--- src/rtl/vga_timing_gen_if.sv ---
// Timing bus between vga_timing_gen (master) and its pixel consumer (slave).
interface vga_timing_gen_if #(
  parameter int unsigned CNT_W   = 10,
  parameter int unsigned FRAME_W = 8
);
  logic               pix_en;
  logic [CNT_W-1:0]   hpos;
  logic [CNT_W-1:0]   vpos;
  logic               display_on;
  logic               line_start;
  logic               frame_start;
  logic [FRAME_W-1:0] frame_cnt;
  logic               hsync_o;
  logic               vsync_o;
  logic               de_o;
  logic [5:0]         tp_rgb;

  modport master (
    input  pix_en,
    output hpos, vpos, display_on, line_start, frame_start, frame_cnt,
           hsync_o, vsync_o, de_o, tp_rgb
  );

  modport slave (
    output pix_en,
    input  hpos, vpos, display_on, line_start, frame_start, frame_cnt,
           hsync_o, vsync_o, de_o, tp_rgb
  );
endinterface

--- src/rtl/vga_timing_gen.sv ---
// Parametrised VGA timing generator with pixel enable and a delay-matched sync/de pipeline.
// Define VGA_TESTPAT_EN to build the 8-colour-bar test pattern on tp_rgb.
module vga_timing_gen #(
  parameter int unsigned H_ACTIVE   = 640,
  parameter int unsigned H_FP       = 16,
  parameter int unsigned H_SYNC     = 96,
  parameter int unsigned H_BP       = 48,
  parameter int unsigned V_ACTIVE   = 480,
  parameter int unsigned V_FP       = 10,
  parameter int unsigned V_SYNC     = 2,
  parameter int unsigned V_BP       = 33,
  parameter bit          SYNC_POL   = 1'b0,
  parameter int unsigned PIPE_DEPTH = 2,
  parameter int unsigned CNT_W      = 10,
  parameter int unsigned FRAME_W    = 8
) (
  input  logic             clk,
  input  logic             rst_n,
  vga_timing_gen_if.master bus
);

  localparam int unsigned H_TOTAL = H_ACTIVE + H_FP + H_SYNC + H_BP;
  localparam int unsigned V_TOTAL = V_ACTIVE + V_FP + V_SYNC + V_BP;
  localparam int unsigned XW      = CNT_W + 1;
  localparam int unsigned PW      = 9;

  // One extra bit so a limit equal to 2^CNT_W still compares correctly.
  localparam logic [CNT_W:0] H_ACT_X = XW'(H_ACTIVE);
  localparam logic [CNT_W:0] H_SS_X  = XW'(H_ACTIVE + H_FP);
  localparam logic [CNT_W:0] H_SE_X  = XW'(H_ACTIVE + H_FP + H_SYNC);
  localparam logic [CNT_W:0] V_ACT_X = XW'(V_ACTIVE);
  localparam logic [CNT_W:0] V_SS_X  = XW'(V_ACTIVE + V_FP);
  localparam logic [CNT_W:0] V_SE_X  = XW'(V_ACTIVE + V_FP + V_SYNC);

  localparam logic [CNT_W-1:0] H_LAST = CNT_W'(H_TOTAL - 1);
  localparam logic [CNT_W-1:0] V_LAST = CNT_W'(V_TOTAL - 1);

  localparam logic [PW-1:0] IDLE = {~SYNC_POL, ~SYNC_POL, 1'b0, 6'b00_0000};

  if (H_SYNC == 0 || V_SYNC == 0 || H_ACTIVE == 0 || V_ACTIVE == 0) begin : g_chk_zero
    $fatal(1, "vga_timing_gen: H_SYNC, V_SYNC, H_ACTIVE and V_ACTIVE must be > 0");
  end
  if (64'(H_TOTAL) > (64'(1) << CNT_W) || 64'(V_TOTAL) > (64'(1) << CNT_W)) begin : g_chk_cnt
    $fatal(1, "vga_timing_gen: line/frame totals do not fit in CNT_W bits");
  end
  if (PIPE_DEPTH > 8) begin : g_chk_pipe
    $fatal(1, "vga_timing_gen: PIPE_DEPTH must be 0..8");
  end

  logic [CNT_W-1:0]   hpos_q;
  logic [CNT_W-1:0]   vpos_q;
  logic [FRAME_W-1:0] frame_q;

  // Pixel/line/frame counters, advancing only on enabled clocks.
  always_ff @(posedge clk or negedge rst_n) begin
    if (!rst_n) begin
      hpos_q  <= '0;
      vpos_q  <= '0;
      frame_q <= '0;
    end else if (bus.pix_en) begin
      if (hpos_q == H_LAST) begin
        hpos_q <= '0;
        if (vpos_q == V_LAST) begin
          vpos_q  <= '0;
          frame_q <= frame_q + FRAME_W'(1);
        end else begin
          vpos_q <= vpos_q + CNT_W'(1);
        end
      end else begin
        hpos_q <= hpos_q + CNT_W'(1);
      end
    end
  end

  logic [CNT_W:0] hx;
  logic [CNT_W:0] vx;
  logic           de_raw;
  logic           hsync_raw;
  logic           vsync_raw;
  logic [5:0]     tp_raw;

  assign hx        = {1'b0, hpos_q};
  assign vx        = {1'b0, vpos_q};
  assign de_raw    = (hx < H_ACT_X) && (vx < V_ACT_X);
  assign hsync_raw = (hx >= H_SS_X && hx < H_SE_X) ? SYNC_POL : ~SYNC_POL;
  assign vsync_raw = (vx >= V_SS_X && vx < V_SE_X) ? SYNC_POL : ~SYNC_POL;

`ifdef VGA_TESTPAT_EN
  localparam bit H_POW2 = (H_ACTIVE >= 8) && ((H_ACTIVE & (H_ACTIVE - 1)) == 0);

  logic [2:0] bar;

  if (H_POW2) begin : g_bar_slice
    localparam int unsigned BAR_LSB = $clog2(H_ACTIVE) - 3;
    assign bar = hpos_q[BAR_LSB +: 3];
  end else begin : g_bar_chain
    // Bar k starts at ceil(k*H_ACTIVE/8), so hpos*8/H_ACTIVE equals the thresholds passed.
    always_comb begin
      bar = 3'd0;
      for (int i = 1; i < 8; i++) begin
        if (hx >= XW'((i * H_ACTIVE + 7) / 8)) bar = bar + 3'd1;
      end
    end
  end

  assign tp_raw = de_raw ? {bar[2], bar[2], bar[1], bar[1], bar[0], bar[0]} : 6'b00_0000;
`else
  assign tp_raw = 6'b00_0000;
`endif

  logic [PW-1:0] raw;
  logic [PW-1:0] dly;

  assign raw = {hsync_raw, vsync_raw, de_raw, tp_raw};

  if (PIPE_DEPTH == 0) begin : g_nopipe
    assign dly = raw;
  end else begin : g_pipe
    logic [PW-1:0] stage [PIPE_DEPTH];

    // Delay line keeping sync/de/pattern aligned with a multi-cycle renderer.
    always_ff @(posedge clk or negedge rst_n) begin
      if (!rst_n) begin
        for (int i = 0; i < PIPE_DEPTH; i++) stage[i] <= IDLE;
      end else if (bus.pix_en) begin
        stage[0] <= raw;
        for (int i = 1; i < PIPE_DEPTH; i++) stage[i] <= stage[i-1];
      end
    end

    assign dly = stage[PIPE_DEPTH-1];
  end

  assign bus.hpos        = hpos_q;
  assign bus.vpos        = vpos_q;
  assign bus.frame_cnt   = frame_q;
  assign bus.display_on  = de_raw;
  // Strobes are masked during reset so they read 0 while rst_n is low.
  assign bus.line_start  = rst_n && bus.pix_en && (hpos_q == '0);
  assign bus.frame_start = rst_n && bus.pix_en && (hpos_q == '0) && (vpos_q == '0);
  assign bus.hsync_o     = dly[8];
  assign bus.vsync_o     = dly[7];
  assign bus.de_o        = dly[6];
  assign bus.tp_rgb      = dly[5:0];

endmodule

--- src/flat_wrapper.sv ---
// flat-port wrapper written by rule: the top's interface ports become plain ports
module vga_timing_gen_flat 
#(
  parameter int unsigned H_ACTIVE   = 640,
  parameter int unsigned H_FP       = 16,
  parameter int unsigned H_SYNC     = 96,
  parameter int unsigned H_BP       = 48,
  parameter int unsigned V_ACTIVE   = 480,
  parameter int unsigned V_FP       = 10,
  parameter int unsigned V_SYNC     = 2,
  parameter int unsigned V_BP       = 33,
  parameter bit          SYNC_POL   = 1'b0,
  parameter int unsigned PIPE_DEPTH = 2,
  parameter int unsigned CNT_W      = 10,
  parameter int unsigned FRAME_W    = 8
)
  (clk, rst_n, bus_pix_en, bus_hpos, bus_vpos, bus_display_on, bus_line_start, bus_frame_start, bus_frame_cnt, bus_hsync_o, bus_vsync_o, bus_de_o, bus_tp_rgb);
  vga_timing_gen_if #(.CNT_W(CNT_W), .FRAME_W(FRAME_W)) bus_i ();
  input  logic clk;
  input  logic rst_n;
  input wire logic [$bits(bus_i.pix_en)-1:0] bus_pix_en;
  output wire logic [$bits(bus_i.hpos)-1:0] bus_hpos;
  output wire logic [$bits(bus_i.vpos)-1:0] bus_vpos;
  output wire logic [$bits(bus_i.display_on)-1:0] bus_display_on;
  output wire logic [$bits(bus_i.line_start)-1:0] bus_line_start;
  output wire logic [$bits(bus_i.frame_start)-1:0] bus_frame_start;
  output wire logic [$bits(bus_i.frame_cnt)-1:0] bus_frame_cnt;
  output wire logic [$bits(bus_i.hsync_o)-1:0] bus_hsync_o;
  output wire logic [$bits(bus_i.vsync_o)-1:0] bus_vsync_o;
  output wire logic [$bits(bus_i.de_o)-1:0] bus_de_o;
  output wire logic [$bits(bus_i.tp_rgb)-1:0] bus_tp_rgb;
  assign bus_i.pix_en = bus_pix_en;
  assign bus_hpos = bus_i.hpos;
  assign bus_vpos = bus_i.vpos;
  assign bus_display_on = bus_i.display_on;
  assign bus_line_start = bus_i.line_start;
  assign bus_frame_start = bus_i.frame_start;
  assign bus_frame_cnt = bus_i.frame_cnt;
  assign bus_hsync_o = bus_i.hsync_o;
  assign bus_vsync_o = bus_i.vsync_o;
  assign bus_de_o = bus_i.de_o;
  assign bus_tp_rgb = bus_i.tp_rgb;
  vga_timing_gen #(.H_ACTIVE(H_ACTIVE), .H_FP(H_FP), .H_SYNC(H_SYNC), .H_BP(H_BP), .V_ACTIVE(V_ACTIVE), .V_FP(V_FP), .V_SYNC(V_SYNC), .V_BP(V_BP), .SYNC_POL(SYNC_POL), .PIPE_DEPTH(PIPE_DEPTH), .CNT_W(CNT_W), .FRAME_W(FRAME_W)) u_core (.clk(clk), .rst_n(rst_n), .bus(bus_i));
endmodule
--- config.mk ---
export PLATFORM = sky130hd
export DESIGN_NAME = vga_timing_gen_flat
export DESIGN_NICKNAME = d
export VERILOG_FILES = /design/src/rtl/vga_timing_gen_if.sv /design/src/rtl/vga_timing_gen.sv /design/src/flat_wrapper.sv
export SDC_FILE = /design/constraint.sdc
export NUM_CORES = 1
export LEC_CHECK = 0
export BUFFER_PORTS_ARGS = -buffer_cell sky130_fd_sc_hd__buf_2
export CAP_MARGIN = 20
export CORE_MARGIN = 2
export CORE_UTILIZATION = 57
export DETAILED_ROUTE_END_ITERATION = 12
export GPL_TIMING_DRIVEN = 0
export PLACE_DENSITY = 0.84
export SYNTH_ARGS = -nofsm -noshare
export SYNTH_HDL_FRONTEND = slang
export SYNTH_SLANG_ARGS = --single-unit
--- constraint.sdc ---
create_clock -name clk -period 3.04 [get_ports clk]
set_clock_uncertainty 0.2 [all_clocks]
set_input_delay 0.304 -clock clk [delete_from_list [all_inputs] [get_ports clk]]
set_output_delay 0.304 -clock clk [all_outputs]
set_load 0.02 [all_outputs]
# Word-level counts from Yosys, hierarchy flattened
# Index checks and enable logic that the tools add are counted.
# word_totals
elab_cells	30
reg_bits	34
input_bits	3
# classes
n_eq_ne	2
order_cmp	6
addsub	3
reduce_logical	10
muxes	4
# op_table
operator	count
10-bit by 1-bit adder with 10-bit output (second input constant)	2
10-bit equality test (second input constant)	2
10-bit zero test	2
10-bit < comparator (second input constant)	2
10-bit by 9-bit < comparator with 1-bit output (second input constant)	2
10-bit two-way mux	2
10-bit >= comparator (second input constant)	1
10-bit by 9-bit >= comparator with 1-bit output (second input constant)	1
8-bit by 1-bit adder with 8-bit output (second input constant)	1
1-bit logical AND	6
3-bit AND reduction	1
1-bit two-way mux	2
2-bit AND reduction	1

# Depth between registers and ports, before layout
# Gate-level depths: netlist of the first run.
# logic_depth
ltp_word	3
mapped_depth	7
depth_no_buf	5

# Least setup slack after synthesis of the first run
# OpenSTA, ideal clock, no wires.
# synth_path
path_kind	register to output
start	reg u_core.hpos_q[6], in the netlist u_core.bus.hpos[6]
end	out bus_frame_start
path_slack_ps	767
path_stages_with_launch	5
arrival_time_ps	1769
path_buffers	1
path_cell_list	dfrtp_1 -> clkbuf_1 -> nor4_1 -> nand3_1 -> nor4_1
# synth_via
elab_chain_len	3
# synth_lines
item	line_no	source
start, declared	vga_timing_gen.sv:50	logic [CNT_W-1:0] hpos_q;
start signal, assigned	vga_timing_gen.sv:70	hpos_q <= hpos_q + CNT_W'(1);
10-bit zero test	vga_timing_gen.sv:140	assign bus.frame_start = rst_n && bus.pix_en && (hpos_q == '0) && (vpos_q == '0);
1-bit logical AND (2 in a row)	vga_timing_gen.sv:140	
end, declared	flat_wrapper.sv:26	output wire logic [$bits(bus_i.frame_start)-1:0] bus_frame_start;
# No other way between the ends.

# Final worst setup path of the first run
# layout_path
start	in rst_n
end	out bus_frame_start
# layout_via
elab_chain_len	3
# layout_lines
item	line_no	source
start, declared	flat_wrapper.sv:20	input logic rst_n;
1-bit logical AND (3 in a row)	vga_timing_gen.sv:140	
# No other way between the ends.

==> flow_metrics.env, run 1 <==
export IMPL_cts_buffer_depth=2
export IMPL_fp_coreArea_um2=3078
export IMPL_drcViolationCount=0
export IMPL_rsz0062_at_grt="false"
export IMPL_rr_endpoint="u_core.bus.frame_cnt[1]$_DFFE_PN0P_"
export IMPL_critPathMaxFanout=35
export IMPL_cts_root_buf="clkbuf_4"
export IMPL_min_to="u_core.dly[8]$_DFFE_PN1P_"
export IMPL_hpwl_um=2724
export IMPL_crit_arrival_ns=2.14
export IMPL_syn_inst=180
export IMPL_grt_ovfl_total=0
export IMPL_holdPathStages=2
export IMPL_timing_rr_start="u_core.bus.hpos[1]$_DFFE_PN0P_"
export IMPL_cp_required_ns=2.54
export IMPL_die_area_um2=3709
export IMPL_nets=237
export IMPL_synth_top_family_by_area="simple AND/OR/NAND/NOR gates"
export IMPL_cts_sinks=34
export IMPL_clock_fmax_mhz=377.6
export IMPL_synth_seq_cells=34
export IMPL_crit_path_frequent_cell="buf_2"
export IMPL_hold_buffers=1
export IMPL_fin_crit_sh_pct=87.11
export IMPL_grt_first_pass_wirelength_um=6506
export IMPL_cts_buffers=5
export IMPL_cts_setup_buffers=0
export IMPL_clkLatencyLatePin_ns=0.35
export IMPL_slew_violations=0
export IMPL_portBuffers=36
export IMPL_die_h_um=60.90
export IMPL_wl_per_cell_um=13.91
export IMPL_max_cap_viol_count=0
export IMPL_ant_nets=0
export IMPL_synthSimpleGateAreaFrac_pct=26.51
export IMPL_r2r_setup_slack_ns=0.70
export IMPL_finalHoldViolCount=0
export IMPL_yosysSeqAreaShare_pct=46.37
export IMPL_ctsResizeCount=0
export IMPL_synth_warnings=0
export IMPL_avgSynthCellArea_um2=10.25
export IMPL_gp_congestion=0.8172
export IMPL_start_kind="input port"
export IMPL_io_pins=43
export IMPL_totalWireLength_um=3810
export IMPL_drive_gt1_share_pct=30.43
export IMPL_diodes=0
export IMPL_min_path_type="in2reg"
export IMPL_relSlewSlack_pct=48.82
export IMPL_synthesis_area_um2=1846
export IMPL_fillers=272
export IMPL_antenna_found_initial=0
export IMPL_regArea_um2=855.8
export IMPL_max_stage_delay_ns=0.60
export IMPL_p_leak_uw=0.001152
export IMPL_period_needed_ns=2.648
export IMPL_r2r_cells=6
export IMPL_critPathKind="in2out"
export IMPL_setup_viol=0
export IMPL_first_iter_violations=85
export IMPL_multi_input_area_um2=887.1
export IMPL_synth_mux_area_share_pct=4.136
export IMPL_dr_pass1_iters=4
export IMPL_max_vdd_ir_drop_uv=264.9
export IMPL_worstPathCellList="dlygate4sd3_1 -> buf_2 -> nand2_1 -> nor4_1 -> buf_2"
export IMPL_grt_max_degree=36
export IMPL_route_vias_total=1518
export IMPL_placementRows=20
export IMPL_grt_pass1_vias=1402
export IMPL_cts_tree="done"
export IMPL_critPathSlowestCell="buf_2"
export IMPL_place_area_um2=2100
export IMPL_cp_end_kind="primary output"
export IMPL_power_density_nw_per_um2=478.9
export IMPL_area_growth_synth_to_final_pct=17.56
export IMPL_die_x_um=60.90
export IMPL_ys_types=40
export IMPL_tightestPinTransition_ns=0.7614
export IMPL_htree_levels=2
export IMPL_synth_adder_area_share_pct=3.390
export IMPL_worstHoldStart="bus_pix_en"
export IMPL_vias_per_cell=5.540
export IMPL_clk_pin_slew_ns=0.11
export IMPL_synth_compound_area_share_pct=4.746
export IMPL_fin_setup_tns_ns=0
export IMPL_design_area_um2=2170
export IMPL_start_util_pct=59.96
export IMPL_synth_xor_area_share_pct=8.068
export IMPL_track_usage_pct=24.00
export IMPL_status="complete, no violations"
==> metal layers <==
layer	track usage, %	vias to the layer above	wire length, um
met3	5.117	10	228
met4	11.18	0	82
met1	31.20	730	1697
met5	0	-	0
li1	-	725	-
met2	38.40	53	1801
==> registers in the layout, indices dropped and copies added (netlist names) <==
name and count:
u_core.dly 3, u_core.bus.vpos 10, u_core.bus.frame_cnt 8, u_core.bus.hpos 10
u_core.g_pipe.stage 3
==> power by group <==
part           switching (uW)  leakage, uW  internal, uW  total (uW)
combinational             168     0.000697          84.6         252
clock                     162    0.0000353           112         274
sequential               27.9     0.000419           485         512
==> layout make-up <==
type,count,area share [%]
sequential,34,39.45
inverter,7,1.211
timing repair buffer,37,8.766
tap,44,2.537
buffer,16,4.383
multi-input combinational,128,40.89
clock buffer,7,2.537
clock inverter,1,0.2307
==> cells in the final DEF (no fill, tap or decap), types with 6 or more instances in the layout <==
master	n
buf_2	39
buf_4	6
clkbuf_1	6
conb_1	6
dfrtp_1	30
inv_1	7
nand2_1	14
nand3_1	16
nor2_1	8
nor3_1	9
nor4_1	7
xor2_1	13
==> cell usage after synthesis (all sizes together) <==
| master | n | area share [%] |
|---|---|---|
| and3 | 3 | 1.0 |
| inv | 7 | 1.4 |
| a31oi | 4 | 1.4 |
| clkbuf | 6 | 1.3 |
| o21a | 1 | 0.41 |
| and2 | 1 | 0.34 |
| buf | 10 | 3.9 |
| ha | 5 | 3.4 |
| mux2i | 2 | 1.1 |
| o21ai | 5 | 1.4 |
| a21oi | 1 | 0.27 |
| or4 | 2 | 0.81 |
| dfstp | 4 | 5.7 |
| a21o | 1 | 0.41 |
| nor2 | 8 | 1.6 |
| mux2 | 5 | 3.1 |
| nor3 | 9 | 2.4 |
| o32a | 1 | 0.54 |
| nor3b | 1 | 0.41 |
| or2 | 1 | 0.34 |
| nand2 | 14 | 2.8 |
| nand4b | 3 | 2.2 |
| or3 | 1 | 0.34 |
| and4 | 2 | 0.95 |
| dfrtp | 30 | 41 |
| nand4 | 6 | 2.4 |
| and2b | 1 | 0.41 |
| o21bai | 1 | 0.41 |
| conb | 1 | 0.20 |
| nand3 | 16 | 4.3 |
| nor4 | 11 | 6.0 |
| xnor2 | 4 | 1.9 |
| xor2 | 13 | 6.2 |
==> critical path: cells and delay by family <==
kind	cells	cell delay [ns]
buffers and inverters	3	1.35
and+or+nand+nor	2	0.47
==> metrics by stage <==
step	setup WS [ns]	instances	total power, uW	util (%)	hold slack, ns
floorplan	0.7673	185	695.4	-	-0.1916
global placement	0.7481	265	762.5	68.21	0.2206
detailed placement	0.7015	265	769.7	68.21	0.2218
CTS	0.3354	274	1038	70.49	0.08106
global route	0.1818	274	1089	70.49	0.09257
finish	0.3919	274	1039	70.49	0.08454
==> worst max-delay path by stage <==
| stage | slack, ns | startpoint | endpoint | cells past startpoint |
|---|---|---|---|---|
| floorplan | 0.77 | u_core.bus.hpos[6]$_DFFE_PN0P_ | bus_frame_start | 4 |
| global placement | 0.75 | u_core.bus.hpos[1]$_DFFE_PN0P_ | u_core.bus.frame_cnt[1]$_DFFE_PN0P_ | 6 |
| detailed placement | 0.70 | u_core.bus.hpos[1]$_DFFE_PN0P_ | u_core.bus.frame_cnt[1]$_DFFE_PN0P_ | 6 |
| CTS | 0.34 | rst_n | bus_frame_start | 5 |
| global route | 0.18 | rst_n | bus_frame_start | 5 |
| finish | 0.39 | rst_n | bus_frame_start | 5 |
==> logic make-up after synthesis <==
logic type	count (synthesis)
multiplexers	7
buffers and inverters	23
XOR/XNOR	17
flip-flops	34
adder cells (fa/ha/maj)	5
AO/OA/AOI/OAI	14
AND/OR/NAND/NOR	79
other	1
No activity file was read; power rests on OpenSTA's default activity.
==> inputs of run 2 (changes only) <==
- CORE_MARGIN: 2 -> 1
- CORE_UTILIZATION: 57 -> 48
- CTS_CLUSTER_SIZE: unset -> 30
- PLACE_DENSITY: 0.84 -> 0.75
- clock period: 3.04 -> 2.15 ns (I/O delays scaled with it)
==> run 2 against run 1 <==
Against the previous run:
- count of clock-buffer cells in the layout decreased by 1
- combinational power is 67% higher
- sequential power up 45%
- power rose by 60%
- cell count grew 5.8%
- global-route usage shrank 2.7 points
==> flow_metrics.env, run 2 (synthesis gave the netlist of run 1 again) <==
export IMPL_status="complete, no violations"
export IMPL_layout_commonest_cell="buf_2"
export IMPL_portBuffers=36
export IMPL_regArea_um2=864.6
export IMPL_slew_violations=0
export IMPL_placementRows=22
export IMPL_comb_power_share_pct=25.3
export IMPL_p_sw_uw=550.1
export IMPL_totalWireLength_um=4161
export IMPL_max_vdd_ir_drop_uv=335.7
export IMPL_setup_viol=0
export IMPL_start_util_pct=50.41
export IMPL_final_cell_mix="buf_2 (38), dfrtp_1 (23), nand3_1 (16), buf_4 (16), nand2_1 (14)"
export IMPL_rsz0062_at_grt="true"
export IMPL_ant_nets=0
export IMPL_drive_gt1_share_pct=41.74
export IMPL_gp_congestion=0.7861
export IMPL_antenna_found_initial=0
export IMPL_max_cap_viol_count=0
export IMPL_p_clk_share_pct=30.2
export IMPL_grt_first_pass_wirelength_um=6693
export IMPL_cts_buffer_depth=2
export IMPL_drcViolationCount=0
export IMPL_fp_coreArea_um2=3661
export IMPL_cts_sinks=34
export IMPL_first_iter_violations=67
export IMPL_crit_arrival_ns=2.10
export IMPL_critPathMaxFanout=6
export IMPL_cp_required_ns=2.16
export IMPL_critPathKind="reg2reg"
export IMPL_p_sw_share_pct=33.03
export IMPL_fin_crit_sh_pct=97.11
export IMPL_p_leak_uw=0.001263
export IMPL_multi_input_area_um2=970.9
export IMPL_track_usage_pct=21.34
export IMPL_seq_power_share_pct=44.5
export IMPL_cp_end_kind="flip-flop"
export IMPL_tightestPinTransition_ns=0.5102
export IMPL_final_setup_worst_slack_ns=0.06222
export IMPL_die_area_um2=4097
export IMPL_nets=249
export IMPL_clkLatencyLatePin_ns=0.29
export IMPL_dr_pass1_iters=4
export IMPL_cts_root_buf="clkbuf_8"
export IMPL_grt_ovfl_total=0
export IMPL_finalHoldViolCount=0
export IMPL_power_uw=1666
export IMPL_power_density_nw_per_um2=678.8
export IMPL_cts_tree="done"
export IMPL_die_h_um=64.01
export IMPL_hold_worst_slack_ns=0.09537
export IMPL_route_vias_total=1549
export IMPL_grt_pass1_vias=1454
export IMPL_wl_per_cell_um=14.35
export IMPL_p_int_uw=1115
export IMPL_grt_max_degree=31
export IMPL_start_kind="flip-flop"
export IMPL_fillers=304
export IMPL_htree_levels=2
export IMPL_io_pins=43
export IMPL_period_needed_ns=2.088
export IMPL_dp_slack_ns=-0.1005
export IMPL_cts_buffers=5
export IMPL_min_path_type="in2reg"
export IMPL_clk_pin_slew_ns=0.07
export IMPL_die_x_um=64.01
export IMPL_area_growth_synth_to_final_pct=32.95
export IMPL_vias_per_cell=5.341
export IMPL_clock_fmax_mhz=479.0
export IMPL_diodes=0
export IMPL_hpwl_um=2667
export IMPL_relSlewSlack_pct=65.73
run 2: cell types whose count changed in the layout (fill, tap and decap cells not counted), moves of 4 or more:
cell	previous run	this run
buf_4	6	16
dfrtp_1	30	23
dfrtp_2	0	7
clkbuf_4	5	0
clkbuf_8	1	6
nor3_1	9	5
nor3_2	0	4
run 2: path summary, 6_finish.rpt:
path                                                startpoint                                   to  slack, ns  cells after the start
max in group asynchronous                                rst_n       u_core.bus.hpos[9]$_DFFE_PN0P_       1.24                      3
max                             u_core.bus.hpos[7]$_DFFE_PN0P_  u_core.bus.frame_cnt[7]$_DFFE_PN0P_       0.06                      5
min in group asynchronous                                rst_n            u_core.dly[7]$_DFFE_PN1P_       0.31                      2
min                                                 bus_pix_en  u_core.g_pipe.stage[15]$_DFFE_PN0P_        0.1                      2
max reg2reg                     u_core.bus.hpos[7]$_DFFE_PN0P_  u_core.bus.frame_cnt[7]$_DFFE_PN0P_       0.06                      5
min reg2reg                u_core.bus.frame_cnt[7]$_DFFE_PN0P_  u_core.bus.frame_cnt[7]$_DFFE_PN0P_       0.27                      1
run 2: stage by stage:
step / utilization (%) / instance area [um2] / TNS, ns / cells
floorplan: - / 1884 / -0.02015 / 185
global placement: 58.03 / 2125 / -0.2354 / 269
detailed placement: 58.03 / 2125 / -0.5699 / 269
CTS: 62.82 / 2300 / 0 / 282
global route: 67.02 / 2454 / -0.008686 / 290
finish: 67.02 / 2454 / 0 / 290
run 2: power by group through the flow:
| stage | Combinational (uW) | Sequential (uW) | Clock, uW |
|---|---|---|---|
| 4_1_cts | 373 | 739 | 514 |
| 6_report | 422 | 741 | 503 |
| 3_5_place_dp | 365 | 742 | 0 |
| 5_1_grt | 457 | 748 | 545 |
| 2_1_floorplan | 208 | 795 | 0 |
| 3_3_place_gp | 360 | 738 | 0 |
run 2: critical path, stage by stage, from the launching register on:
cell	delay, ns
dfrtp_2	0.44
nand4b_4	0.20
or4_4	0.50
buf_6	0.16
nor4_1	0.34
xor2_1	0.18
run 2: what timing repair did:
action	4_1_cts	5_1_grt
resized for setup	8	18
hold buffers	2	0
hold endpoints to repair	30	0
gates cloned	0	1
setup buffers	4	7
pin swaps	2	2
endpoints found under the setup margin	13	13
run 2: layout make-up:
type | instances | area share, %
multi-input combinational | 128 | 39.57
tap | 48 | 2.448
sequential | 34 | 35.24
timing repair buffer | 50 | 13.16
buffer | 15 | 4.640
inverter | 7 | 1.071
clock buffer | 6 | 3.366
clock inverter | 2 | 0.5099
run 2: per-layer routing:
metal	vias up	GRT usage (%)	part of all wire [%]
met5	-	0	0
met4	0	5.114	1.4
met3	5	5.536	4.3
met2	43	35.64	50
met1	754	27.50	44
li1	747	-	-
